[src/rtl/trace_pkg.sv]
// Shared types for the writeback/store trace capture unit.
// The entry field widths are fixed here, so instances of wb_trace_capture must use the same widths.
package trace_pkg;

    localparam int DROP_W    = 16;
    localparam int TR_DATA_W = 32;
    localparam int TR_TAG_W  = 9;
    localparam int TR_TS_W   = 16;

    typedef enum logic {
        TR_REG = 1'b0,
        TR_MEM = 1'b1
    } trace_kind_e;

    typedef struct packed {
        trace_kind_e           kind;
        logic [TR_TAG_W-1:0]   tag;
        logic [TR_DATA_W-1:0]  data;
        logic [TR_TS_W-1:0]    ts;
    } trace_entry_t;

endpackage

[src/rtl/trace_fifo_mem.sv]
// Trace entry storage: two adjacent write ports (waddr, waddr+1), one combinational read port
// and a synchronous clear, so reset leaves every head field reading zero.
module trace_fifo_mem
    import trace_pkg::*;
#(
    parameter int  DEPTH = 16,
    localparam int AW    = $clog2(DEPTH)
) (
    input  logic          clk,
    input  logic          clr,
    input  logic          we0,
    input  logic          we1,
    input  logic [AW-1:0] waddr,
    input  trace_entry_t  wdata0,
    input  trace_entry_t  wdata1,
    input  logic [AW-1:0] raddr,
    output trace_entry_t  rdata
);

    trace_entry_t  mem_q [DEPTH];
    trace_entry_t  mem_d [DEPTH];
    logic [AW-1:0] waddr1;

    always_comb begin
        waddr1 = waddr + AW'(1);
        mem_d  = mem_q;
        if (we0) mem_d[waddr]  = wdata0;
        if (we1) mem_d[waddr1] = wdata1;
    end

    always_ff @(posedge clk) begin
        if (clr) begin
            for (int i = 0; i < DEPTH; i++) mem_q[i] <= '0;
        end else begin
            mem_q <= mem_d;
        end
    end

    assign rdata = mem_q[raddr];

endmodule

[src/rtl/wb_trace_capture.sv]
// Timestamped commit log of register writebacks and memory stores, drained over valid/ready.
// Handles pointers, occupancy, two-event push arbitration, saturating drop count and timestamp.
module wb_trace_capture
    import trace_pkg::*;
#(
    parameter int  DEPTH      = 16,
    parameter int  DATA_W     = 32,
    parameter int  DM_ADDRESS = 9,
    parameter int  TS_W       = 16,
    localparam int AW         = $clog2(DEPTH),
    localparam int LVL_W      = AW + 1
) (
    input  logic                  clk,
    input  logic                  reset,
    input  logic                  capture_en,
    input  logic                  reg_write_sig,
    input  logic [4:0]            reg_num,
    input  logic [DATA_W-1:0]     reg_data,
    input  logic                  wr,
    input  logic [DM_ADDRESS-1:0] addr,
    input  logic [DATA_W-1:0]     wr_data,
    output logic                  trace_valid,
    input  logic                  trace_ready,
    output logic                  trace_kind,
    output logic [DM_ADDRESS-1:0] trace_tag,
    output logic [DATA_W-1:0]     trace_data,
    output logic [TS_W-1:0]       trace_ts,
    output logic [LVL_W-1:0]      level,
    output logic [DROP_W-1:0]     drop_count
);

    logic [TS_W-1:0]   ts_q, ts_d;
    logic [AW-1:0]     wptr_q, wptr_d, rptr_q, rptr_d;
    logic [LVL_W-1:0]  level_q, level_d, free;
    logic [DROP_W-1:0] drop_q, drop_d;
    logic [DROP_W:0]   drop_sum;
    logic              reg_ev, mem_ev, pop, we0, we1;
    logic [1:0]        push_cnt, drop_inc;
    trace_entry_t      reg_entry, mem_entry, wdata0, head;

    always_comb begin
        reg_ev    = capture_en && reg_write_sig && (reg_num != 5'd0);
        mem_ev    = capture_en && wr;
        // Space is judged before this cycle's pop; a same-cycle pop never makes room.
        free      = LVL_W'(DEPTH) - level_q;
        pop       = (level_q != '0) && trace_ready;
        reg_entry = '{kind: TR_REG, tag: DM_ADDRESS'(reg_num), data: reg_data, ts: ts_q};
        mem_entry = '{kind: TR_MEM, tag: addr, data: wr_data, ts: ts_q};
        push_cnt  = 2'd0;
        drop_inc  = 2'd0;
        if (reg_ev && mem_ev) begin
            if (free >= LVL_W'(2)) begin
                push_cnt = 2'd2;
            end else if (free == LVL_W'(1)) begin
                push_cnt = 2'd1;
                drop_inc = 2'd1;
            end else begin
                drop_inc = 2'd2;
            end
        end else if (reg_ev || mem_ev) begin
            if (free != '0) push_cnt = 2'd1;
            else            drop_inc = 2'd1;
        end
        // The register event is older than the store, so it always takes the tail slot.
        we0      = (push_cnt != 2'd0);
        we1      = (push_cnt == 2'd2);
        wdata0   = reg_ev ? reg_entry : mem_entry;
        wptr_d   = wptr_q + AW'(push_cnt);
        rptr_d   = rptr_q + AW'(pop);
        level_d  = level_q + LVL_W'(push_cnt) - LVL_W'(pop);
        drop_sum = {1'b0, drop_q} + (DROP_W + 1)'(drop_inc);
        drop_d   = drop_sum[DROP_W] ? '1 : drop_sum[DROP_W-1:0];
        ts_d     = ts_q + TS_W'(1);
    end

    always_ff @(posedge clk) begin
        if (reset) begin
            ts_q    <= '0;
            wptr_q  <= '0;
            rptr_q  <= '0;
            level_q <= '0;
            drop_q  <= '0;
        end else begin
            ts_q    <= ts_d;
            wptr_q  <= wptr_d;
            rptr_q  <= rptr_d;
            level_q <= level_d;
            drop_q  <= drop_d;
        end
    end

    trace_fifo_mem #(.DEPTH(DEPTH)) u_mem (
        .clk    (clk),
        .clr    (reset),
        .we0    (we0),
        .we1    (we1),
        .waddr  (wptr_q),
        .wdata0 (wdata0),
        .wdata1 (mem_entry),
        .raddr  (rptr_q),
        .rdata  (head)
    );

    assign trace_valid = (level_q != '0);
    assign trace_kind  = head.kind;
    assign trace_tag   = head.tag;
    assign trace_data  = head.data;
    assign trace_ts    = head.ts;
    assign level       = level_q;
    assign drop_count  = drop_q;

endmodule

[config.mk]
export PLATFORM = sky130hd
export DESIGN_NAME = wb_trace_capture
export DESIGN_NICKNAME = d
export VERILOG_FILES = /design/src/rtl/trace_pkg.sv /design/src/rtl/trace_fifo_mem.sv /design/src/rtl/wb_trace_capture.sv
export SDC_FILE = /design/constraint.sdc
export NUM_CORES = 2
export LEC_CHECK = 0
export ABC_CLOCK_PERIOD_IN_PS = 5780
export CAP_MARGIN = 10
export CORE_UTILIZATION = 61
export DETAILED_ROUTE_END_ITERATION = 12
export DONT_BUFFER_PORTS = 1
export GPL_TIMING_DRIVEN = 0
export PLACE_DENSITY = 0.77
export SYNTH_ARGS = -nofsm -noshare
export SYNTH_HDL_FRONTEND = slang
export SYNTH_HIERARCHICAL = 1
export SYNTH_SLANG_ARGS = --single-unit
[constraint.sdc]
create_clock -name clk -period 5.78 [get_ports clk]
set_input_delay 0.289 -clock clk [delete_from_list [all_inputs] [get_ports clk]]
set_output_delay 0.289 -clock clk [all_outputs]
set_load 0.02 [all_outputs]
==> Yosys cells after proc, flatten, opt, wreduce, memory -nomap -nowiden <==
Index checks and enable logic that the tools add are counted.
{ "op_classes": {"eq_ne": 2, "addsub": 8, "reduce_logical": 12, "bitwise_logic": 3, "muxes": 23, "magnitude_cmp": 6} }
{ "ops": {"columns": ["cell", "count"], "rows": [
  ["$bwmux 928", 2],
  ["$mux 928", 2],
  ["$demux 58 s4", 2],
  ["$mux 58", 5],
  ["$bmux 58 s4", 1],
  ["$add 16x2->17", 1],
  ["$add 16x1->16 const B", 1],
  ["$mux 16", 1],
  ["$ge 5x5->1 const B", 3],
  ["$not 4->5", 3],
  ["$reduce_bool 5->1", 3],
  ["$lt 5x1->1 const B", 2],
  ["$mux 2", 5],
  ["$logic_and 1x1->1", 7],
  ["$add 5x2->5", 1],
  ["$eq 5x1->1 const B", 1],
  ["$ge 5x2->1 const B", 1],
  ["$mux 1", 5],
  ["$sub 5x1->5", 1],
  ["$sub 5x5->5 const A", 1],
  ["$add 4x1->4", 1],
  ["$add 4x1->4 const B", 1],
  ["$add 4x2->4", 1],
  ["$eq 2x2->1 const B", 1],
  ["other kinds (2)", 2]
]} }
{ "word_totals": {"regBits": 973, "output_inout_bits": 80, "input_bits": 84} }

==> Depth between registers and ports, before layout <==
{ "logic_depth": {"depth_word": 9, "mapped_depth": 17} }

==> Hierarchy <==
Netlist, hierarchy kept.
{ "modules_own_cells": {"columns": ["mod", "cells_each", "n_inst", "area_each_um2"], "rows": [
  ["trace_fifo_mem", 4424, 1, 44153.6],
  ["wb_trace_capture", 313, 1, 2896.5]
]} }

==> Least setup slack after synthesis <==
OpenSTA, ideal clock, no wires.
{ "synth_timing": {"kind": "reg2reg", "from": "register level_q[2] (netlist: level[2])", "to": "register drop_q[12] (netlist: drop_count[12])", "slack_ns": 1.968, "stages_incl_launch_ff": 17, "required_time_ns": 5.646, "t_arrival_ns": 3.679, "setup_ns": 0.134, "cell_sequence": "dfxtp_1 -> clkbuf_1 -> inv_1 -> ha_1 -> and2_1 -> ha_1 -> nand2_1 -> a211oi_1 -> a21oi_1 -> and3b_1 -> ha_1 -> inv_1 -> fa_1 -> nand2b_1 -> or4_1 -> nor3_1 -> a211oi_1"} }
{ "synth_via": {"elab_chain_cells": 7} }
{ "synth_lines": {"columns": ["item", "line", "text"], "rows": [
  ["start, declared", "wb_trace_capture.sv:34", "logic [LVL_W-1:0] level_q, level_d, free;"],
  ["start signal, assigned", "wb_trace_capture.sv:87", "level_q <= level_d;"],
  ["$sub 5x5->5 (*)", "wb_trace_capture.sv:45", "free = LVL_W'(DEPTH) - level_q;"],
  ["branches (longest 3 deep; another with $ge 5x2->1)", null, null],
  ["$mux 2 (*)", "wb_trace_capture.sv:51", "if (reg_ev && mem_ev) begin"],
  ["$add 16x2->17 (*)", "wb_trace_capture.sv:71", "drop_sum = {1'b0, drop_q} + (DROP_W + 1)'(drop_inc);"],
  ["$mux 16 (*)", "wb_trace_capture.sv:72", "drop_d = drop_sum[DROP_W] ? '1 : drop_sum[DROP_W-1:0];"],
  ["end signal, assigned", "wb_trace_capture.sv:88", "drop_q <= drop_d;"],
  ["end, declared", "wb_trace_capture.sv:35", "logic [DROP_W-1:0] drop_q, drop_d;"]
]} }
Mark *: on every way between the ends.
A chain may end at the register's enable or synchronous reset.

==> Worst setup path in the final report <==
{ "layout_timing": {"from": "register level_q[2] (netlist: level[2])", "to": "register u_mem/mem_q[622] (netlist name)"} }
{ "layout_rtl": {"columns": ["item", "line", "text"], "rows": [
  ["$sub 5x5->5 (*)", "wb_trace_capture.sv:45", null],
  ["branches (longest 3 deep; another with $ge 5x2->1)", null, null],
  ["$mux 2 (*)", "wb_trace_capture.sv:51", null],
  ["$eq 2x2->1 (*)", "wb_trace_capture.sv:66", "we1 = (push_cnt == 2'd2);"],
  ["net we1", "wb_trace_capture.sv:37", "logic reg_ev, mem_ev, pop, we0, we1;"],
  ["$mux 928 (*)", "trace_fifo_mem.sv:28", "if (we1) mem_d[waddr1] = wdata1;"],
  ["end signal, assigned", "trace_fifo_mem.sv:35", "mem_q <= mem_d;"],
  ["end, declared", "trace_fifo_mem.sv:20", "trace_entry_t mem_q [DEPTH];"]
]} }
Mark *: on every way through the listed nets, which the timed path passes.

==> run metrics <==
final wirelength=176 mm; Seq cells post-synth=973; hold_ws=57.0 ps; dominant cell type by area after synthesis=dfxtp_1; CP max-delay cell=clkbuf_1; critical-path cell list=clkbuf_1 > inv_1 > ha_1 > and2_1 > ha_1 > o2111ai_1 > and4_1 > buf_2 > and3b_1 > clkbuf_1 > nand2_1 > clkbuf_1 > buf_1 > a311oi_1; CTS tree=done; PwrDens=324 nW/um2; setup slack, reg-to-reg=420 ps; crit-path max cell delay=1110 ps; overall global routing resource usage=43.7%; DR iter-0 viols=6504; critical path startpoint category=register; largest cells by area after synthesis=dfxtp_1 41%, mux2i_1 14%, mux4_2 11%; Hold/Removal Path Class=in2reg; Antenna Nets Post-Route=0; Synth Flop Type=dfxtp_1; Worst R2R Start=level[2]$_SDFF_PP0_; pin count of the biggest net entering global routing=17; die width=280 um; htree depth=3; Cells after Synth=4737; synth warn=6; core area=76100 um2; worst clock skew=32.5 ps; grt ovf=0; Bufs and invs on worst path=6; hold buffers post-CTS=42; Synth cell types=58; Area Growth Syn to Fin=11.0%; Sum Neg Setup Slack=0 ps; Peak Freq=186 MHz; post-synthesis instance area=47100 um2; Die H=280 um; Worst setup EP type=register; I/O pin count=164; asr flop ratio synth=0%; WP data arrival=5880 ps; WP depth=14; Req. time, crit path=6290 ps; RR Endpoint=u_mem/mem_q[622]$_SDFF_PP0_; Post-synth EDFFs=0; sequential share of the synthesized area=41.4%; Avg Vias per Cell=7.20; Sink Count=973; Max FO, Critical Path=10; DR pass1 iterations=9; min Tclk post-route=5360 ps; maximum clock path buffer count=3; # Post-CTS Setup Buffers=0; worst-margin pin slew=1420 ps; final setup fails=0; CP most frequent cell=clkbuf_1; number of global-route vias before repair=41.1k; # port buffers=0; Initial Util=61.8%; final worst-path cycle share=92.8%; R2R depth=14; Mean Syn Cell Area=9.93 um2; Max VDD drop=269 uV; Clock Pin Slew Worst Setup and Hold Paths=60 ps; area of the multi-input gates=25000 um2; wire length per cell=29.2 um; worst setup path startpoint=level[2]$_SDFF_PP0_; root buffer cell=clkbuf_16; Num CTS Buffers=100; Hold Fails Final Rpt=0; post-cts sizing count=0; layout cells sized above 1=12.3%; DRC=0; RSZ-0062 raised after global routing=false; share of Yosys cell area claimed by the top area cell type=41.4%; Slew HR=5.13%; Pins Over Slew Limit=0; status=complete, no violations; DR vias=43.3k; Post-DP HPWL=120 mm; Leak=19.7 nW; max-cap viol count=0; GPL Wtd Cong=0.986; die area=78200 um2; Crit Path Class=reg2reg; first-pass GRT wire length=259 mm; Critical Path End=u_mem/mem_q[622]$_SDFF_PP0_; clock insertion delay at the later pin of the skew report=680 ps; std cell rows=101; initial antenna violation count=12; layout net count=4990; Reg area=19500 um2; family with the most delay on the worst path=buffers and inverters; fillers=5879
[cell usage after synthesis, types with 18 or more instances]
| cell type | count |
|---|---|
| dfxtp_1 | 973 |
| mux2i_1 | 680 |
| o22ai_1 | 660 |
| nand2_1 | 651 |
| clkbuf_1 | 376 |
| nor2_1 | 302 |
| a311oi_1 | 248 |
| mux4_2 | 232 |
| buf_2 | 160 |
| a22oi_1 | 116 |
| mux2_1 | 33 |
| buf_1 | 24 |
| a211oi_1 | 23 |
| a21oi_1 | 20 |
| nand3_1 | 19 |
| ha_1 | 18 |
| inv_1 | 18 |
| nor2b_1 | 18 |
[cell usage in the layout, fill, tap and decap left out, types with 5 or more instances in the layout]
master	n
mux4_2	232
ha_1	18
nor3_1	11
or3_1	9
mux2i_1	680
clkinv_2	26
a211oi_1	23
o21ai_0	7
a21oi_1	20
nand3_1	19
nand2_1	651
buf_4	16
clkbuf_1	387
diode_2	14
nor2b_1	17
buf_6	10
and2_1	8
nand2b_1	15
buf_1	24
xnor2_1	13
mux2_1	33
clkinvlp_4	5
o22ai_1	660
dfxtp_1	973
clkbuf_8	29
nor2_1	302
a311oi_1	248
a22oi_1	116
and3_1	5
dlygate4sd3_1	42
inv_6	6
bufinv_16	6
nand4_1	9
xor2_1	15
buf_2	160
and4_1	6
inv_1	18
clkbuf_16	102
[where the power goes]
group	leakage (nW)	total, mW	internal (mW)	switching [mW]
clock network	1.70	6.71	3.88	2.84
registers	7.85	6.98	6.86	0.127
logic	10.1	3.21	1.09	2.12
[cell type report]
cell class	count	share of cell area (%)
multi-input cells	3163	47.8
flip-flops and latches	973	37.3
clock buffers	142	5.73
plain buffers	586	4.85
well taps	1030	2.47
repair buffers	43	0.857
clock inverters	44	0.797
inverters	18	0.129
diodes	14	0.0671
[stage by stage]
step	worst slack, ps	total power [mW]	utilization (%)	cell area, um2	instances
5_1_grt	482	17.3	68.6	52200	6002
6_report	418	16.9	68.7	52200	6013
3_3_place_gp	907	10.1	63.6	48400	5770
3_5_place_dp	833	10.1	63.6	48400	5770
2_1_floorplan	1970	9.23	-	47100	4740
4_1_cts	826	16.8	68.6	52200	5998
[worst min-delay path by stage]
stage	start	to	slack [ps]	cells past startpoint
final	addr[5]	u_mem/mem_q[691]$_SDFF_PP0_	60	3
after global routing	addr[6]	u_mem/mem_q[576]$_SDFF_PP0_	70	3
after CTS	addr[5]	u_mem/mem_q[691]$_SDFF_PP0_	20	3
after detailed placement	u_mem/mem_q[619]$_SDFF_PP0_	u_mem/mem_q[619]$_SDFF_PP0_	470	2
after global placement	u_mem/mem_q[539]$_SDFF_PP0_	u_mem/mem_q[539]$_SDFF_PP0_	460	2
after floorplan	u_mem/mem_q[105]$_SDFF_PP0_	u_mem/mem_q[105]$_SDFF_PP0_	460	2
[logic make-up after synthesis]
family	synth area share, %
adders and majority gates	0.606
and+or+nand+nor	9.26
AOI/OAI and AO/OA	16.2
DFF	41.4
other	0.00797
muxes	26.5
buffers and inverters	5.53
xor gates and xnor gates	0.521
[layer usage]
| layer | up-vias | wire [um] | GRT usage, % |
|---|---|---|---|
| met5 | - | 45 | 0 |
| met4 | 6 | 13500 | 28.7 |
| met3 | 854 | 24400 | 14.9 |
| met2 | 3492 | 75800 | 64.9 |
| met1 | 20800 | 61800 | 53.9 |
| li1 | 18100 | - | - |
[registers in the layout, indices dropped and copies added (netlist names)]
register / count
drop_count: 16
level: 5
rptr_q: 4
ts_q: 16
u_mem/mem_q: 928
wptr_q: 4
[worst min-delay path, cell delays in order]
cell,delay [ps]
and2_1,220
nand2_1,100
a311oi_1,80
No activity file was read; power rests on OpenSTA's default activity.
